<file path="src/rtl/control_sequencer_if.sv">
// rtl/control_sequencer_if.sv - control sequencer to datapath handshake and strobe bundle
interface control_sequencer_if;
  logic        start;
  logic [15:0] ir;
  logic        dr_zero;
  logic        load_PC;
  logic        load_AR;
  logic        load_IR;
  logic        load_DR;
  logic        load_AC;
  logic        increment_PC;
  logic        increment_AR;
  logic        increment_DR;
  logic        increment_AC;
  logic        clear_AC;
  logic        clear_SC_dbg;
  logic        mem_read;
  logic        mem_write;
  logic [2:0]  bus_sel;
  logic [1:0]  alu_op;
  logic [2:0]  t_state;
  logic        halted;

  modport master (
    input  start, ir, dr_zero,
    output load_PC, load_AR, load_IR, load_DR, load_AC,
    output increment_PC, increment_AR, increment_DR, increment_AC,
    output clear_AC, clear_SC_dbg, mem_read, mem_write,
    output bus_sel, alu_op, t_state, halted
  );

  modport slave (
    output start, ir, dr_zero,
    input  load_PC, load_AR, load_IR, load_DR, load_AC,
    input  increment_PC, increment_AR, increment_DR, increment_AC,
    input  clear_AC, clear_SC_dbg, mem_read, mem_write,
    input  bus_sel, alu_op, t_state, halted
  );
endinterface

</file>
<file path="src/rtl/control_sequencer.sv">
// rtl/control_sequencer.sv - fetch/indirect/execute control sequencer for a basic accumulator CPU
module control_sequencer (
  input logic                 clk,
  input logic                 rst,
  control_sequencer_if.master bus
);
  localparam logic [1:0] S_IDLE   = 2'd0;
  localparam logic [1:0] S_RUN    = 2'd1;
  localparam logic [1:0] S_HALTED = 2'd2;

  logic [1:0] state;
  logic [2:0] sc;
  logic       i_bit;
  logic [2:0] opcode;
  logic       end_instr;
  logic       halt_req;
  logic       undef;

  logic unused_ir;
  assign unused_ir = ^{bus.ir[10:6], bus.ir[4:1]};

  assign bus.t_state      = sc;
  assign bus.halted       = (state == S_HALTED);
  assign bus.clear_SC_dbg = end_instr;

  always_comb begin
    bus.load_PC      = 1'b0;
    bus.load_AR      = 1'b0;
    bus.load_IR      = 1'b0;
    bus.load_DR      = 1'b0;
    bus.load_AC      = 1'b0;
    bus.increment_PC = 1'b0;
    bus.increment_AR = 1'b0;
    bus.increment_DR = 1'b0;
    bus.increment_AC = 1'b0;
    bus.clear_AC     = 1'b0;
    bus.mem_read     = 1'b0;
    bus.mem_write    = 1'b0;
    bus.bus_sel      = 3'd0;
    bus.alu_op       = 2'd0;
    end_instr        = 1'b0;
    halt_req         = 1'b0;
    undef            = 1'b0;
    if (state == S_RUN) begin
      case (sc)
        3'd0: begin
          bus.bus_sel = 3'd2;
          bus.load_AR = 1'b1;
        end
        3'd1: begin
          bus.bus_sel      = 3'd7;
          bus.mem_read     = 1'b1;
          bus.load_IR      = 1'b1;
          bus.increment_PC = 1'b1;
        end
        3'd2: begin
          bus.bus_sel = 3'd5;
          bus.load_AR = 1'b1;
        end
        3'd3: begin
          // Register-reference bits come straight from IR; opcode/I were latched at T2
          if (opcode == 3'd7) begin
            end_instr = 1'b1;
            if (!i_bit) begin
              bus.clear_AC     = bus.ir[11];
              bus.increment_AC = bus.ir[5];
              halt_req         = bus.ir[0];
            end
          end else if (i_bit) begin
            bus.bus_sel  = 3'd7;
            bus.mem_read = 1'b1;
            bus.load_AR  = 1'b1;
          end
        end
        3'd4: begin
          case (opcode)
            3'd0, 3'd1, 3'd2, 3'd6: begin
              bus.bus_sel  = 3'd7;
              bus.mem_read = 1'b1;
              bus.load_DR  = 1'b1;
            end
            3'd3: begin
              bus.bus_sel   = 3'd4;
              bus.mem_write = 1'b1;
              end_instr     = 1'b1;
            end
            3'd4: begin
              bus.bus_sel = 3'd1;
              bus.load_PC = 1'b1;
              end_instr   = 1'b1;
            end
            3'd5: begin
              bus.bus_sel      = 3'd2;
              bus.mem_write    = 1'b1;
              bus.increment_AR = 1'b1;
            end
            default: undef = 1'b1;
          endcase
        end
        3'd5: begin
          case (opcode)
            3'd0, 3'd1, 3'd2: begin
              bus.load_AC = 1'b1;
              bus.alu_op  = opcode[1:0];
              end_instr   = 1'b1;
            end
            3'd5: begin
              bus.bus_sel = 3'd1;
              bus.load_PC = 1'b1;
              end_instr   = 1'b1;
            end
            3'd6: bus.increment_DR = 1'b1;
            default: undef = 1'b1;
          endcase
        end
        3'd6: begin
          if (opcode == 3'd6) begin
            bus.bus_sel      = 3'd3;
            bus.mem_write    = 1'b1;
            bus.increment_PC = bus.dr_zero;
            end_instr        = 1'b1;
          end else begin
            undef = 1'b1;
          end
        end
        default: undef = 1'b1;
      endcase
    end
  end

  always_ff @(posedge clk) begin
    if (rst) begin
      state  <= S_IDLE;
      sc     <= 3'd0;
      i_bit  <= 1'b0;
      opcode <= 3'd0;
    end else begin
      case (state)
        S_IDLE: begin
          sc <= 3'd0;
          if (bus.start) state <= S_RUN;
        end
        S_RUN: begin
          if (sc == 3'd2) begin
            i_bit  <= bus.ir[15];
            opcode <= bus.ir[14:12];
          end
          if (halt_req) begin
            state <= S_HALTED;
            sc    <= 3'd0;
          end else if (end_instr || undef) begin
            sc <= 3'd0;
          end else begin
            sc <= sc + 3'd1;
          end
        end
        S_HALTED: sc <= 3'd0;
        default: begin
          state <= S_IDLE;
          sc    <= 3'd0;
        end
      endcase
    end
  end
endmodule

</file>
<file path="src/flat_wrapper.sv">
// flat-port wrapper written by rule: the top's interface ports become plain ports
module control_sequencer_flat 
  (clk, rst, bus_start, bus_ir, bus_dr_zero, bus_load_PC, bus_load_AR, bus_load_IR, bus_load_DR, bus_load_AC, bus_increment_PC, bus_increment_AR, bus_increment_DR, bus_increment_AC, bus_clear_AC, bus_clear_SC_dbg, bus_mem_read, bus_mem_write, bus_bus_sel, bus_alu_op, bus_t_state, bus_halted);
  control_sequencer_if bus_i ();
  input logic clk;
  input logic rst;
  input wire logic [$bits(bus_i.start)-1:0] bus_start;
  input wire logic [$bits(bus_i.ir)-1:0] bus_ir;
  input wire logic [$bits(bus_i.dr_zero)-1:0] bus_dr_zero;
  output wire logic [$bits(bus_i.load_PC)-1:0] bus_load_PC;
  output wire logic [$bits(bus_i.load_AR)-1:0] bus_load_AR;
  output wire logic [$bits(bus_i.load_IR)-1:0] bus_load_IR;
  output wire logic [$bits(bus_i.load_DR)-1:0] bus_load_DR;
  output wire logic [$bits(bus_i.load_AC)-1:0] bus_load_AC;
  output wire logic [$bits(bus_i.increment_PC)-1:0] bus_increment_PC;
  output wire logic [$bits(bus_i.increment_AR)-1:0] bus_increment_AR;
  output wire logic [$bits(bus_i.increment_DR)-1:0] bus_increment_DR;
  output wire logic [$bits(bus_i.increment_AC)-1:0] bus_increment_AC;
  output wire logic [$bits(bus_i.clear_AC)-1:0] bus_clear_AC;
  output wire logic [$bits(bus_i.clear_SC_dbg)-1:0] bus_clear_SC_dbg;
  output wire logic [$bits(bus_i.mem_read)-1:0] bus_mem_read;
  output wire logic [$bits(bus_i.mem_write)-1:0] bus_mem_write;
  output wire logic [$bits(bus_i.bus_sel)-1:0] bus_bus_sel;
  output wire logic [$bits(bus_i.alu_op)-1:0] bus_alu_op;
  output wire logic [$bits(bus_i.t_state)-1:0] bus_t_state;
  output wire logic [$bits(bus_i.halted)-1:0] bus_halted;
  assign bus_i.start = bus_start;
  assign bus_i.ir = bus_ir;
  assign bus_i.dr_zero = bus_dr_zero;
  assign bus_load_PC = bus_i.load_PC;
  assign bus_load_AR = bus_i.load_AR;
  assign bus_load_IR = bus_i.load_IR;
  assign bus_load_DR = bus_i.load_DR;
  assign bus_load_AC = bus_i.load_AC;
  assign bus_increment_PC = bus_i.increment_PC;
  assign bus_increment_AR = bus_i.increment_AR;
  assign bus_increment_DR = bus_i.increment_DR;
  assign bus_increment_AC = bus_i.increment_AC;
  assign bus_clear_AC = bus_i.clear_AC;
  assign bus_clear_SC_dbg = bus_i.clear_SC_dbg;
  assign bus_mem_read = bus_i.mem_read;
  assign bus_mem_write = bus_i.mem_write;
  assign bus_bus_sel = bus_i.bus_sel;
  assign bus_alu_op = bus_i.alu_op;
  assign bus_t_state = bus_i.t_state;
  assign bus_halted = bus_i.halted;
  control_sequencer u_core (.clk(clk), .rst(rst), .bus(bus_i));
endmodule
</file>
<file path="config.mk">
export PLATFORM = sky130hd
export DESIGN_NAME = control_sequencer_flat
export DESIGN_NICKNAME = d
export VERILOG_FILES = /design/src/rtl/control_sequencer_if.sv /design/src/rtl/control_sequencer.sv /design/src/flat_wrapper.sv
export SDC_FILE = /design/constraint.sdc
export NUM_CORES = 1
export LEC_CHECK = 0
export CORE_MARGIN = 2
export CORE_UTILIZATION = 40
export CTS_CLUSTER_DIAMETER = 60
export DETAILED_ROUTE_END_ITERATION = 8
export PLACE_DENSITY = 0.78
export SYNTH_ARGS = -nofsm -noshare
export SYNTH_HDL_FRONTEND = slang
export SYNTH_SLANG_ARGS = --single-unit
</file>
<file path="constraint.sdc">
create_clock -name clk -period 2.4 [get_ports clk]
set_input_delay 0.72 -clock clk [delete_from_list [all_inputs] [get_ports clk]]
set_output_delay 0.72 -clock clk [all_outputs]
set_load 0.02 [all_outputs]
</file>
==> results of run 1 <==
==> where the power goes <==
group / internal [mW] / leakage (nW) / switching [mW]
Clock: 0.0618 / 0.0177 / 0.0604
Sequential: 0.151 / 0.0750 / 0.00409
Combinational: 0.0660 / 0.613 / 0.0562
Total: 0.279 / 0.706 / 0.121
==> final cells by class <==
cell class                      count  share of cell area
Timing Repair Buffer               72               0.348
Clock inverter                      1             0.00295
Clock buffer                        3              0.0133
Sequential cell                     9               0.111
Inverter                            7              0.0184
Tap cell                           28              0.0206
Multi-Input combinational cell     94               0.486
==> through the flow <==
step	utilization	setup slack, ns	hold WS, ns	TNS, ns
after floorplan	-	-0.00183	0.424	-0.00183
after global placement	0.684	-0.386	0.438	-3.65
after detailed placement	0.684	-0.422	0.477	-4.06
after CTS	0.748	-0.0433	0.489	-0.0532
after global routing	0.790	-0.150	0.527	-0.790
final	0.790	-0.108	0.503	-0.343
==> cells in the mapped netlist, types with 3 or more instances <==
master / count / area, µm²
a21oi_1: 8 / 40.0
a31oi_1: 3 / 18.8
and3_1: 3 / 18.8
clkbuf_1: 3 / 11.3
dfxtp_1: 9 / 180
ha_1: 5 / 62.6
inv_1: 7 / 26.3
mux2i_1: 4 / 40.0
nand2_1: 4 / 15.0
nand2b_1: 4 / 25.0
nand3_1: 6 / 30.0
nor2_1: 15 / 56.3
nor2b_1: 4 / 25.0
nor3_1: 3 / 15.0
o21ai_0: 6 / 30.0
or3_1: 3 / 18.8
==> worst min path at each step <==
stage	from	endpoint	slack [ns]	cells after the start
after detailed placement	u_core.state[1]	u_core.state[0]	0.48	1
after CTS	u_core.state[1]	u_core.state[0]	0.49	1
final	u_core.state[1]	u_core.state[0]	0.50	1
after global routing	u_core.state[1]	u_core.state[0]	0.53	1
after floorplan	u_core.state[1]	u_core.state[0]	0.42	1
after global placement	u_core.state[1]	u_core.state[0]	0.44	1
==> layer usage <==
metal	vias to the layer above	global-route usage	part of all wire
met3	17	0.0205	0.049
met1	585	0.246	0.36
met5	-	0	0
met4	0	0.239	0.053
met2	65	0.489	0.54
li1	554	-	-
==> cell families (layout without fill, tap and decap cells) <==
kind of cell	after synthesis	in the layout	synth area share
and+or+nand+nor	60	60	0.417
AOI/OAI and AO/OA	25	25	0.183
buffers and inverters	14	83	0.0794
DFF	9	9	0.204
adders and majority gates	5	5	0.0709
muxes	4	4	0.0454
==> flip-flops by register name, indices dropped and copies added (netlist names) <==
name                count
u_core.opcode           3
u_core.bus.t_state      3
u_core.i_bit            1
u_core.state            2
==> worst max-delay path, stage by stage, from the launching register on <==
cell,delay (ns)
dfxtp_4,0.38
buf_6,0.12
ha_4,0.17
nor3b_4,0.20
o31ai_2,0.11
a311oi_4,0.37
buf_6,0.17
==> repair_timing <==
action	4_1_cts	5_1_grt
pin swaps	7	5
setup endpoints to repair	18	17
resized for setup	99	39
buffers inserted	3	3
cloned	0	0
==> flow_summary.yaml, run 1 <==
grt:
  grt_pass1_wl_mm: 5.02
  antenna_found_initial: 0
  grt_max_degree: 10
  grt_overflow: 0
  grt_pass1_vias: 1167
  grt_usage: 0.260
final_layout:
  multi_input_area_um2: 825
  antenna_cells: 0
  fin_area_mm2: 0.00170
  layout_common_cells: "buf_4 (40), nor2_1 (14), clkdlybuf4s50_1 (14), buf_6 (9)"
  layout_commonest_cell: "buf_4"
  layout-drive-gt1-share: 0.538
  nets: 212
  seq_area_um2: 189
  final_cells: 214
  area_growth_pct: 92.5
  fill_cells: 147
die:
  die_w_um: 51.0
  start_util: 0.411
  die-height_um: 51.0
  core.rowCount: 17
  die_area_mm2: 0.00260
  design.core.area_mm2: 0.00215
  num_io_pins: 42
logic_synthesis:
  avgSynthCellArea_um2: 7.54
  ys_types: 41
  synth_seq_cells: 9
  async_reset_ff_frac: 0
  syn_inst: 117
  ys_seq_area_frac: 0.204
  syn_area_um2: 882
  yosysWarnings: 0
  syn_nets: 142
  synth_enable_flop_cells: 0
  ys.flop_type: "dfxtp_1"
drt:
  route.detailed.drc: 0
  wire_per_inst_um: 17.0
  vias_per_cell: 5.71
  drtPass1Iterations: 4
  drt_iter0_markers: 21
  dr_total_vias: 1221
  drt_wl_total_mm: 3.64
  drt.antenna.violating_nets: 0
timing:
  fin_skew_ns: 0.00376
  hold_viol: 0
  layout_setup_ws_ns: -0.108
  worst_pin_slew_ns: 0.471
  period_minus_slack_ns: 2.51
  slew_violations: 0
  fmax_mhz: 399
  rsz0062_at_grt: "yes"
  finalSetupViolations: 7
  maxSlewHeadroom: 0.686
  min_period_over_period: 1.04
worst_setup_path:
  arrival_ns: 1.79
  path_class: "reg2out"
  end_kind: "output pin"
  reg2regPathDepth: 7
  rr_startpoint: "u_core.bus.t_state[1]"
  reg2reg_to: "u_core.bus.t_state[1]"
  reg2reg_slack_ns: 0.49
  worstSetupStartpointType: "flop"
  crit_end: "bus_clear_SC_dbg"
  critPathLaunch: "u_core.bus.t_state[0]"
  cp_data_required_time_ns: 1.68
  worst-path-max-fanout: 6
clocking:
  numCtsBuffers: 3
  clkLatencyLatePin_ns: 0.27
  root_buffer: "clkbuf_4"
  htree_levels: 1
  cts.sinks: 9
  tritoncts: "done"
  clkTransAtPathRegs_ns: 0.07
  clk_path_buf_depth: 2
  postCtsHoldBufs: 0
job:
  drv_cap: 0
place:
  dpl_cell_area_mm2: 0.00147
  gp_congestion: 0.884
  place_hpwl_mm: 2.12
  dp.cells: 205
  io_buffers: 32
run_status:
  status: "finished with violations"
  violations: "setup timing"
power_and_ir_drop:
  powerDensity_mw_per_mm2: 235
  p_leak_nw: 0.706
  power_mw: 0.399
  ir_worst_vdd_mv: 0.296
hold_path:
  hold_path_class: "reg2reg"
Note: power is estimated with default switching activity, not from simulation.
==> run 2: changes to the inputs <==
CAP_MARGIN = 20   (was default)
==> results of run 2 <==
The final DEF is identical to that of run 1; final timing and power are the same.
